$ cat config.mk
export PLATFORM = sky130hd
export DESIGN_NAME = floppy_head
export DESIGN_NICKNAME = d
export VERILOG_FILES = /design/src/rtl/floppy_head.sv
export SDC_FILE = /design/constraint.sdc
export NUM_CORES = 1
export LEC_CHECK = 0
export BUFFER_PORTS_ARGS = -buffer_cell sky130_fd_sc_hd__buf_2
export CORE_MARGIN = 2
export CORE_UTILIZATION = 35
export CTS_CLUSTER_DIAMETER = 150
export DETAILED_ROUTE_END_ITERATION = 16
export GPL_TIMING_DRIVEN = 0
export PLACE_DENSITY_LB_ADDON = 0.12
export SETUP_SLACK_MARGIN = 0.3
export SLEW_MARGIN = 10
export SYNTH_ARGS = -nofsm -noshare
export SYNTH_HDL_FRONTEND = slang
export SYNTH_SLANG_ARGS = --single-unit
$ cat constraint.sdc
create_clock -name clk -period 3.1 [get_ports clk]
set_input_delay 0 -clock clk [delete_from_list [all_inputs] [get_ports clk]]
set_output_delay 0 -clock clk [all_outputs]
set_load 0.01 [all_outputs]
$ cat src/rtl/floppy_head.sv
// Drive head: stepper phases -> track, motor request -> active with spindown, byte pointer over the track buffer.
// Read capture lands on rd_data 1 cycle after terminal count; ram_we is the terminal-count cycle itself; busy/~ready freeze rotation.
module floppy_head #(
  parameter int TRACK_BYTES     = 6656,
  parameter int BYTE_CYCLES     = 458,
  parameter int SPINDOWN_CYCLES = 14318180,
  parameter int MAX_HALFTRACK   = 69
) (
  input  logic        clk,
  input  logic        reset_n,
  input  logic [3:0]  phase,
  input  logic        motor_on,
  input  logic        ready,
  input  logic        busy,
  input  logic        wr_mode,
  input  logic [7:0]  wr_data,
  input  logic        wr_strobe,
  input  logic        rd_strobe,
  output logic [7:0]  rd_data,
  output logic [5:0]  track,
  output logic        active,
  output logic [12:0] ram_addr,
  input  logic [7:0]  ram_do,
  output logic [7:0]  ram_di,
  output logic        ram_we
);
  localparam int            CW        = $clog2(BYTE_CYCLES);
  localparam logic [CW-1:0] CNT_LAST  = CW'(BYTE_CYCLES - 1);
  localparam logic [CW-1:0] CNT_ONE   = CW'(1);
  localparam logic [12:0]   ADDR_LAST = 13'(TRACK_BYTES - 1);
  localparam logic [23:0]   SPIN_LOAD = 24'(SPINDOWN_CYCLES);
  localparam logic [6:0]    HT_MAX    = 7'(MAX_HALFTRACK);

  logic [6:0]    halftrack_q, halftrack_d;
  logic [5:0]    track_q, track_d;
  logic          active_q, active_d;
  logic [23:0]   spin_q, spin_d;
  logic [CW-1:0] cnt_q, cnt_d;
  logic [12:0]   addr_q, addr_d;
  logic [7:0]    data_q, data_d;
  logic          valid_q, valid_d;
  logic [7:0]    latch_q, latch_d;

  logic       rotate, terminal, capture;
  logic [1:0] p, p_up, p_dn;
  logic       step_up, step_dn;

  always_comb begin
    rotate   = active_q & ready & ~busy;
    terminal = rotate & (cnt_q == CNT_LAST);
    capture  = terminal & ~wr_mode;
    ram_we   = terminal & wr_mode;
    p        = halftrack_q[1:0];
    p_up     = p + 2'd1;
    p_dn     = p - 2'd1;
    step_up  = phase[p_up] & ~phase[p_dn];
    step_dn  = phase[p_dn] & ~phase[p_up];
  end

  // Head only moves while the drive is spinning; one half-step per cycle at most.
  always_comb begin
    halftrack_d = halftrack_q;
    if (active_q) begin
      if (step_up && halftrack_q != HT_MAX) halftrack_d = halftrack_q + 7'd1;
      else if (step_dn && halftrack_q != 7'd0) halftrack_d = halftrack_q - 7'd1;
    end
    track_d = halftrack_q[6:1];
  end

  always_comb begin
    active_d = active_q;
    spin_d   = spin_q;
    if (motor_on) begin
      active_d = 1'b1;
      spin_d   = SPIN_LOAD;
    end else if (spin_q != 24'd0) begin
      spin_d = spin_q - 24'd1;
      if (spin_q == 24'd1) active_d = 1'b0;
    end
  end

  // Address is held for the whole byte period so the 1-cycle RAM read is settled at capture.
  always_comb begin
    cnt_d  = cnt_q;
    addr_d = addr_q;
    if (rotate) begin
      if (terminal) begin
        cnt_d  = '0;
        addr_d = (addr_q == ADDR_LAST) ? 13'd0 : addr_q + 13'd1;
      end else begin
        cnt_d = cnt_q + CNT_ONE;
      end
    end
    data_d  = capture ? ram_do : data_q;
    valid_d = capture | (valid_q & ~rd_strobe);
    latch_d = wr_strobe ? wr_data : latch_q;
  end

  always_ff @(posedge clk or negedge reset_n) begin
    if (!reset_n) begin
      halftrack_q <= '0;
      track_q     <= '0;
      active_q    <= 1'b0;
      spin_q      <= '0;
      cnt_q       <= '0;
      addr_q      <= '0;
      data_q      <= '0;
      valid_q     <= 1'b0;
      latch_q     <= '0;
    end else begin
      halftrack_q <= halftrack_d;
      track_q     <= track_d;
      active_q    <= active_d;
      spin_q      <= spin_d;
      cnt_q       <= cnt_d;
      addr_q      <= addr_d;
      data_q      <= data_d;
      valid_q     <= valid_d;
      latch_q     <= latch_d;
    end
  end

  assign rd_data  = {data_q[7] & valid_q, data_q[6:0]};
  assign track    = track_q;
  assign active   = active_q;
  assign ram_addr = addr_q;
  assign ram_di   = latch_q;

endmodule

=== Word level (Yosys, flattened, before mapping) ===
Index checks and enable logic that the tools add are counted.

* Output and inout port bits: 37
* Register bits: 77

* Equal/unequal tests: 4
* Add/sub/neg operators: 7
* Reductions and logical operators: 10
* Order comparisons: 2
* Bitwise operators: 15
* Muxes and demuxes: 13

{| class="wikitable"
|+ Operator list
! kind !! count
|-
| $mux W24 || 2
|-
| $eq A24 B1 Y1 const B || 1
|-
| $reduce_bool A24 Y1 || 1
|-
| $sub A24 B1 Y24 const B || 1
|-
| $mux W7 || 2
|-
| $add A13 B1 Y13 const B || 1
|-
| $eq A13 B13 Y1 const B || 1
|-
| $mux W13 || 1
|-
| $add A9 B1 Y9 const B || 1
|-
| $and A1 B1 Y1 || 9
|-
| $eq A9 B9 Y1 const B || 1
|-
| $mux W9 || 1
|-
| $add A7 B1 Y7 const B || 1
|-
| $ne A7 B7 Y1 const B || 1
|-
| $reduce_bool A7 Y1 || 1
|-
| $sub A7 B1 Y7 const B || 1
|-
| $lt A2 B3 Y1 const B || 2
|-
| $reduce_and A2 Y1 || 3
|-
| $reduce_bool A2 Y1 || 3
|-
| $mux W1 || 5
|-
| $not A1 Y1 || 5
|-
| $bmux W1 S2 || 2
|-
| $add A2 B1 Y2 const B || 1
|-
| $logic_and A1 B1 Y1 || 2
|-
| other kinds (2) || 2
|}

=== Longest topological paths before layout ===
* Depth in word-level cells: 8
* Gate-level depth with buffers: 11
* Depth with buffers taken out: 11

=== Least setup slack after synthesis ===
Ideal clock, no wire load.

* Path type: register -> register
* Start: register halftrack_q[0]
* End: register halftrack_q[5]
* Data required time: 3,036 ps
* Slack: 173 ps
* Arrival: 2,862 ps
* Setup time: 64 ps
* Stages on the path, launching flop included: 12
* Path buffers: 0
* Cells stage by stage: dfrtp_1 > inv_1 > ha_1 > mux4_2 > a41oi_1 > nand2_1 > ha_1 > a21o_1 > a21oi_1 > or4b_2 > o2111ai_1 > mux2_2

* Longest elaborated chain between the ends: 8
* Elaborated cells on any way between the ends: 20
* Those cells by class: add/sub: 4; eq/ne: 1; mux: 6; bitwise: 4; reduce/logical: 5

{| class="wikitable"
|+ RTL lines
! element !! line !! text
|-
| start, declared || 34 || <nowiki>logic [6:0] halftrack_q, halftrack_d;</nowiki>
|-
| start signal, assigned || 111 || <nowiki>halftrack_q <= halftrack_d;</nowiki>
|-
| $sub A2 B1 Y2 * || 55 || <nowiki>p_dn = p - 2'd1;</nowiki>
|-
| via p_dn[0] || 45 || <nowiki>logic [1:0] p, p_up, p_dn;</nowiki>
|-
| $bmux W1 S2 * || 56, 57 ||
|-
| $mux W1 (implied by the code) * || 56, 57 ||
|-
| $not A1 Y1 || 56 || <nowiki>step_up = phase[p_up] & ~phase[p_dn];</nowiki>
|-
| $and A1 B1 Y1 || 56 ||
|-
| $logic_and A1 B1 Y1 || 64 || <nowiki>if (step_up && halftrack_q != HT_MAX) halftrack_d = halftrack_q + 7'd1;</nowiki>
|-
| $reduce_bool A2 Y1 (no line) || - ||
|-
| $reduce_and A2 Y1 (no line) || - ||
|}

Mark *: on every way through the listed nets, which the timed path passes. The rest lies on a longest branch. The select of a mux whose other input is x is not followed.
A chain may end at the register's enable or synchronous reset.

=== Worst setup path after layout ===
* Start: register halftrack_q[0]
* End: register halftrack_q[5]

* Longest elaborated chain between the ends: 8
* Elaborated cells on any way between the ends: 20
* Those cells by class: add/sub: 4; eq/ne: 1; mux: 6; bitwise: 4; reduce/logical: 5

{| class="wikitable"
|+ RTL lines
! element !! line
|-
| $sub A2 B1 Y2 / $add A2 B1 Y2 (equally long branches) || 55, 54
|-
| $bmux W1 S2 || 56, 57
|-
| $mux W1 (implied by the code) || 56, 57
|-
| $not A1 Y1 (on tied branches) || 56, 57
|-
| $and A1 B1 Y1 (on tied branches) || 56, 57
|-
| $logic_and A1 B1 Y1 (on tied branches) || 64, 65
|-
| $reduce_bool A2 Y1 (no line) || -
|-
| $reduce_and A2 Y1 (no line) || -
|}

Parallel ways exist; a longest one is shown, timed or not. The select of a mux whose other input is x is not followed.

==> impl_results.md <==
- Die area: around 12,000 um^2
- Post-synth top cells: 77 x dfrtp_1, 23 x mux2_2, 20 x nor2_1
- Clock buffer depth: 2
- Worst skew pair latency: ~0.33 ns
- CP Launch Type: flip-flop
- Synthesized area per cell: 10.66 um^2
- DR pass1 iterations: 4
- Most instantiated library cell after synthesis: dfrtp_1
- Max cap viols: 0
- Warnings, synthesis: 0
- Min setup slack post-route: between 0.3 and 0.4 ns
- Pin count of the biggest net entering global routing: 42
- Port bufs: 63
- Congestion Overflow GR: 0
- IO Pins: 65
- Cell taking the most area after synthesis: dfrtp_1
- Number of placement rows: 38
- Min cycle time layout: about 2.8 ns
- R2R Path End: halftrack_q[5]
- Fin Setup TNS: 0 ns
- CP required: around 3.4 ns
- Remaining antenna violation count: 0
- Maximum vdd drop: about 0.75 mV
- Top cell type's share of synthesized area: 0.4870
- Worst Hold End: spin_q[21]
- Gr usage total: 0.1568
- Unrepaired setup endpoints after global routing: yes
- Sequential-to-total area share from yosys stat: 0.4870
- R2r setup slk: roughly 0.33 ns
- Hold path cells: 3
- CTS Sinks: 77
- Top cells by area, synth: dfrtp_1 49%, mux2_2 6.5%, ha_1 4.1%
- CTS tree: built
- Dpl hpwl: between 6000 and 7000 um
- Die height: ~110 um
- Core Box Area: approximately 11,000 um^2
- Final WL: ~9000 um
- Critical path type: flip-flop to flip-flop
- Mapped Cells: between 300 and 400
- Drt wl/cell: around 14 um
- Worst Path Arrival: 3.04 ns
- # setup viols final: 0
- Final net count: between 500 and 600
- Crit path max fanout: 7
- Worst setup EP type: flip-flop
- Gpl congestion: roughly 0.76
- Mapped Area: about 4000 um^2
- Worst slack, placed: roughly 0.094 ns
- Fraction of registers with async set/reset: 1.000
- DRC violations left: 0
- Synthesized flop and latch total: 77
- Fin. max-slew vios: 0
- Synth unique cells: 58
- EDFF count, synth: 0
- Max-Slew Margin vs Limit: 0.6046
- Worst Tran Pin Value: about 0.6 ns
- TritonCTS buffer count: 9
- # diodes: 0
- DR vias/cell: about 5
- Status: finished clean
- DIE WIDTH: 110.3 um
- R2R depth: 11
- Fin crit share: 0.8922
- Final Hold Fails: 0
- PwrDens: around 800 nW/um^2
- H-tree level count: 3
- Post-Syn Nets: about 410
- Fmax achieved: ~360 MHz
- P&R area growth vs syn: 31.82%
- CTS clk-pin slew, worst paths: about 0.060 ns
- Worst setup path start: halftrack_q[0]
- Clk root buf: clkbuf_16
- Initial core utilization: 0.3618
- Post-synth top flop: dfrtp_1
- Hold WC Path Type: input pin to flip-flop
- Leakage power: ~0.0023 uW
- Number of antenna violations at the first check in global routing: 0
- Setup Skew: between 0.008 and 0.009 ns
- Worst hold start: motor_on
- RR Startpoint: halftrack_q[0]
- DR vias: 3,173
- 1st-iter DRT viols: around 150
- Share of post-route cells with drive strength above 1: 0.3119
- First-pass GRT wire length: ~15,000 um
- Number of global-route vias before repair: 3,099
-- power by group --
part	total [uW]	internal, uW	switching, uW	leakage [uW]
clock network	1250	853	402	0.000176
logic	1630	881	745	0.00116
registers	1290	1160	131	0.000931
-- state kept, by name, summed over array words and instances (netlist names) --
| name | cells |
|---|---|
| valid_q | 1 |
| ram_addr | 13 |
| data_q | 8 |
| track | 6 |
| ram_di | 8 |
| halftrack_q | 7 |
| spin_q | 24 |
| cnt_q | 9 |
| active | 1 |
-- kinds of logic (layout without fill, tap and decap cells) --
logic type,after synthesis,after routing,share of synthesized area
buffers and inverters,37,147,0.04364
flip-flops,77,77,0.4870
XOR/XNOR,16,16,0.03542
multiplexers,29,29,0.08697
adder cells (fa/ha/maj),14,14,0.04617
AO/OA/AOI/OAI,62,62,0.1015
AND/OR/NAND/NOR,136,136,0.1992
-- through the flow --
| stage | util | cells | total power (uW) | hold WS, ns | instance area, um^2 |
|---|---|---|---|---|---|
| global placement | 0.4077 | 574 | 2467 | 0.1885 | 4458 |
| CTS | 0.4695 | 615 | 4046 | 0.05154 | 5134 |
| detailed placement | 0.4097 | 575 | 2494 | 0.02916 | 4481 |
| floorplan | - | 371 | 2207 | -0.2956 | 3968 |
| finish | 0.4769 | 621 | 4171 | 0.05977 | 5215 |
| global route | 0.4769 | 621 | 4448 | 0.07798 | 5215 |
-- worst max-delay path, stage by stage (launching register included) --
cell       delay [ns]
dfrtp_2          0.39
buf_6            0.11
mux4_2           0.51
a41oi_2          0.23
nand2_4          0.12
buf_4            0.16
ha_4             0.25
a21o_1           0.12
a21oi_2          0.08
or4b_4           0.48
o2111ai_2        0.09
mux2_4           0.16
-- layout make-up --
cell class	count	area (um^2)
fillers	1034	5720
well taps	140	175.2
inverters	16	60.06
clock buffers	13	270.3
plain buffers	21	115.1
clock inverters	3	90.09
repair buffers	94	614.3
flip-flops and latches	77	1928
multi-input cells	257	1962
-- placed cells by master, fill, tap and decap left out, types with 3 or more instances in the layout --
cell,netlist,final
ha_4,0,4
nor2_1,20,20
nor4_1,11,11
or3_1,19,19
o21ai_0,18,17
xnor2_1,8,8
nand4_1,6,6
bufinv_16,0,3
nor2b_1,6,6
dlygate4sd3_1,0,19
dfrtp_1,77,76
nand2_1,17,16
o31a_1,5,5
nor3_1,13,13
a21oi_1,12,11
and3_1,5,5
xor2_1,8,8
buf_4,8,20
clkbuf_1,10,11
a21o_1,3,3
or4_1,5,5
inv_1,16,14
o21ai_1,2,3
ha_1,13,9
clkbuf_8,0,3
clkbuf_16,0,9
or3b_1,3,3
o31ai_1,3,3
mux2i_1,4,4
nand3_1,10,10
mux2_2,23,22
buf_2,3,64
-- layer usage --
metal | wire length (um) | part of all wire | track usage | up-vias
li1 | - | - | - | 1559
met2 | 4319 | 0.48 | 0.2533 | 52
met3 | 302 | 0.034 | 0.03586 | 10
met4 | 114 | 0.013 | 0.05089 | 0
met1 | 4252 | 0.47 | 0.2086 | 1552
met5 | 0 | 0 | 0 | -
-- worst max path at each step --
stage	end	slack, ns	depth (start not counted)
finish	halftrack_q[5]	0.33	11
global route	halftrack_q[6]	0.22	11
CTS	halftrack_q[6]	0.29	11
detailed placement	halftrack_q[6]	0.09	11
global placement	halftrack_q[6]	0.14	11
floorplan	halftrack_q[5]	0.31	11
-- repair_timing --
item	in CTS	in global routing
endpoints found under the setup margin	2	15
hold buffers	19	0
gates resized for setup	9	10
gates cloned	0	0
buffers inserted	5	6
endpoints found under the hold margin	57	0
pin swaps	1	5
No activity file was read; power rests on OpenSTA's default activity.
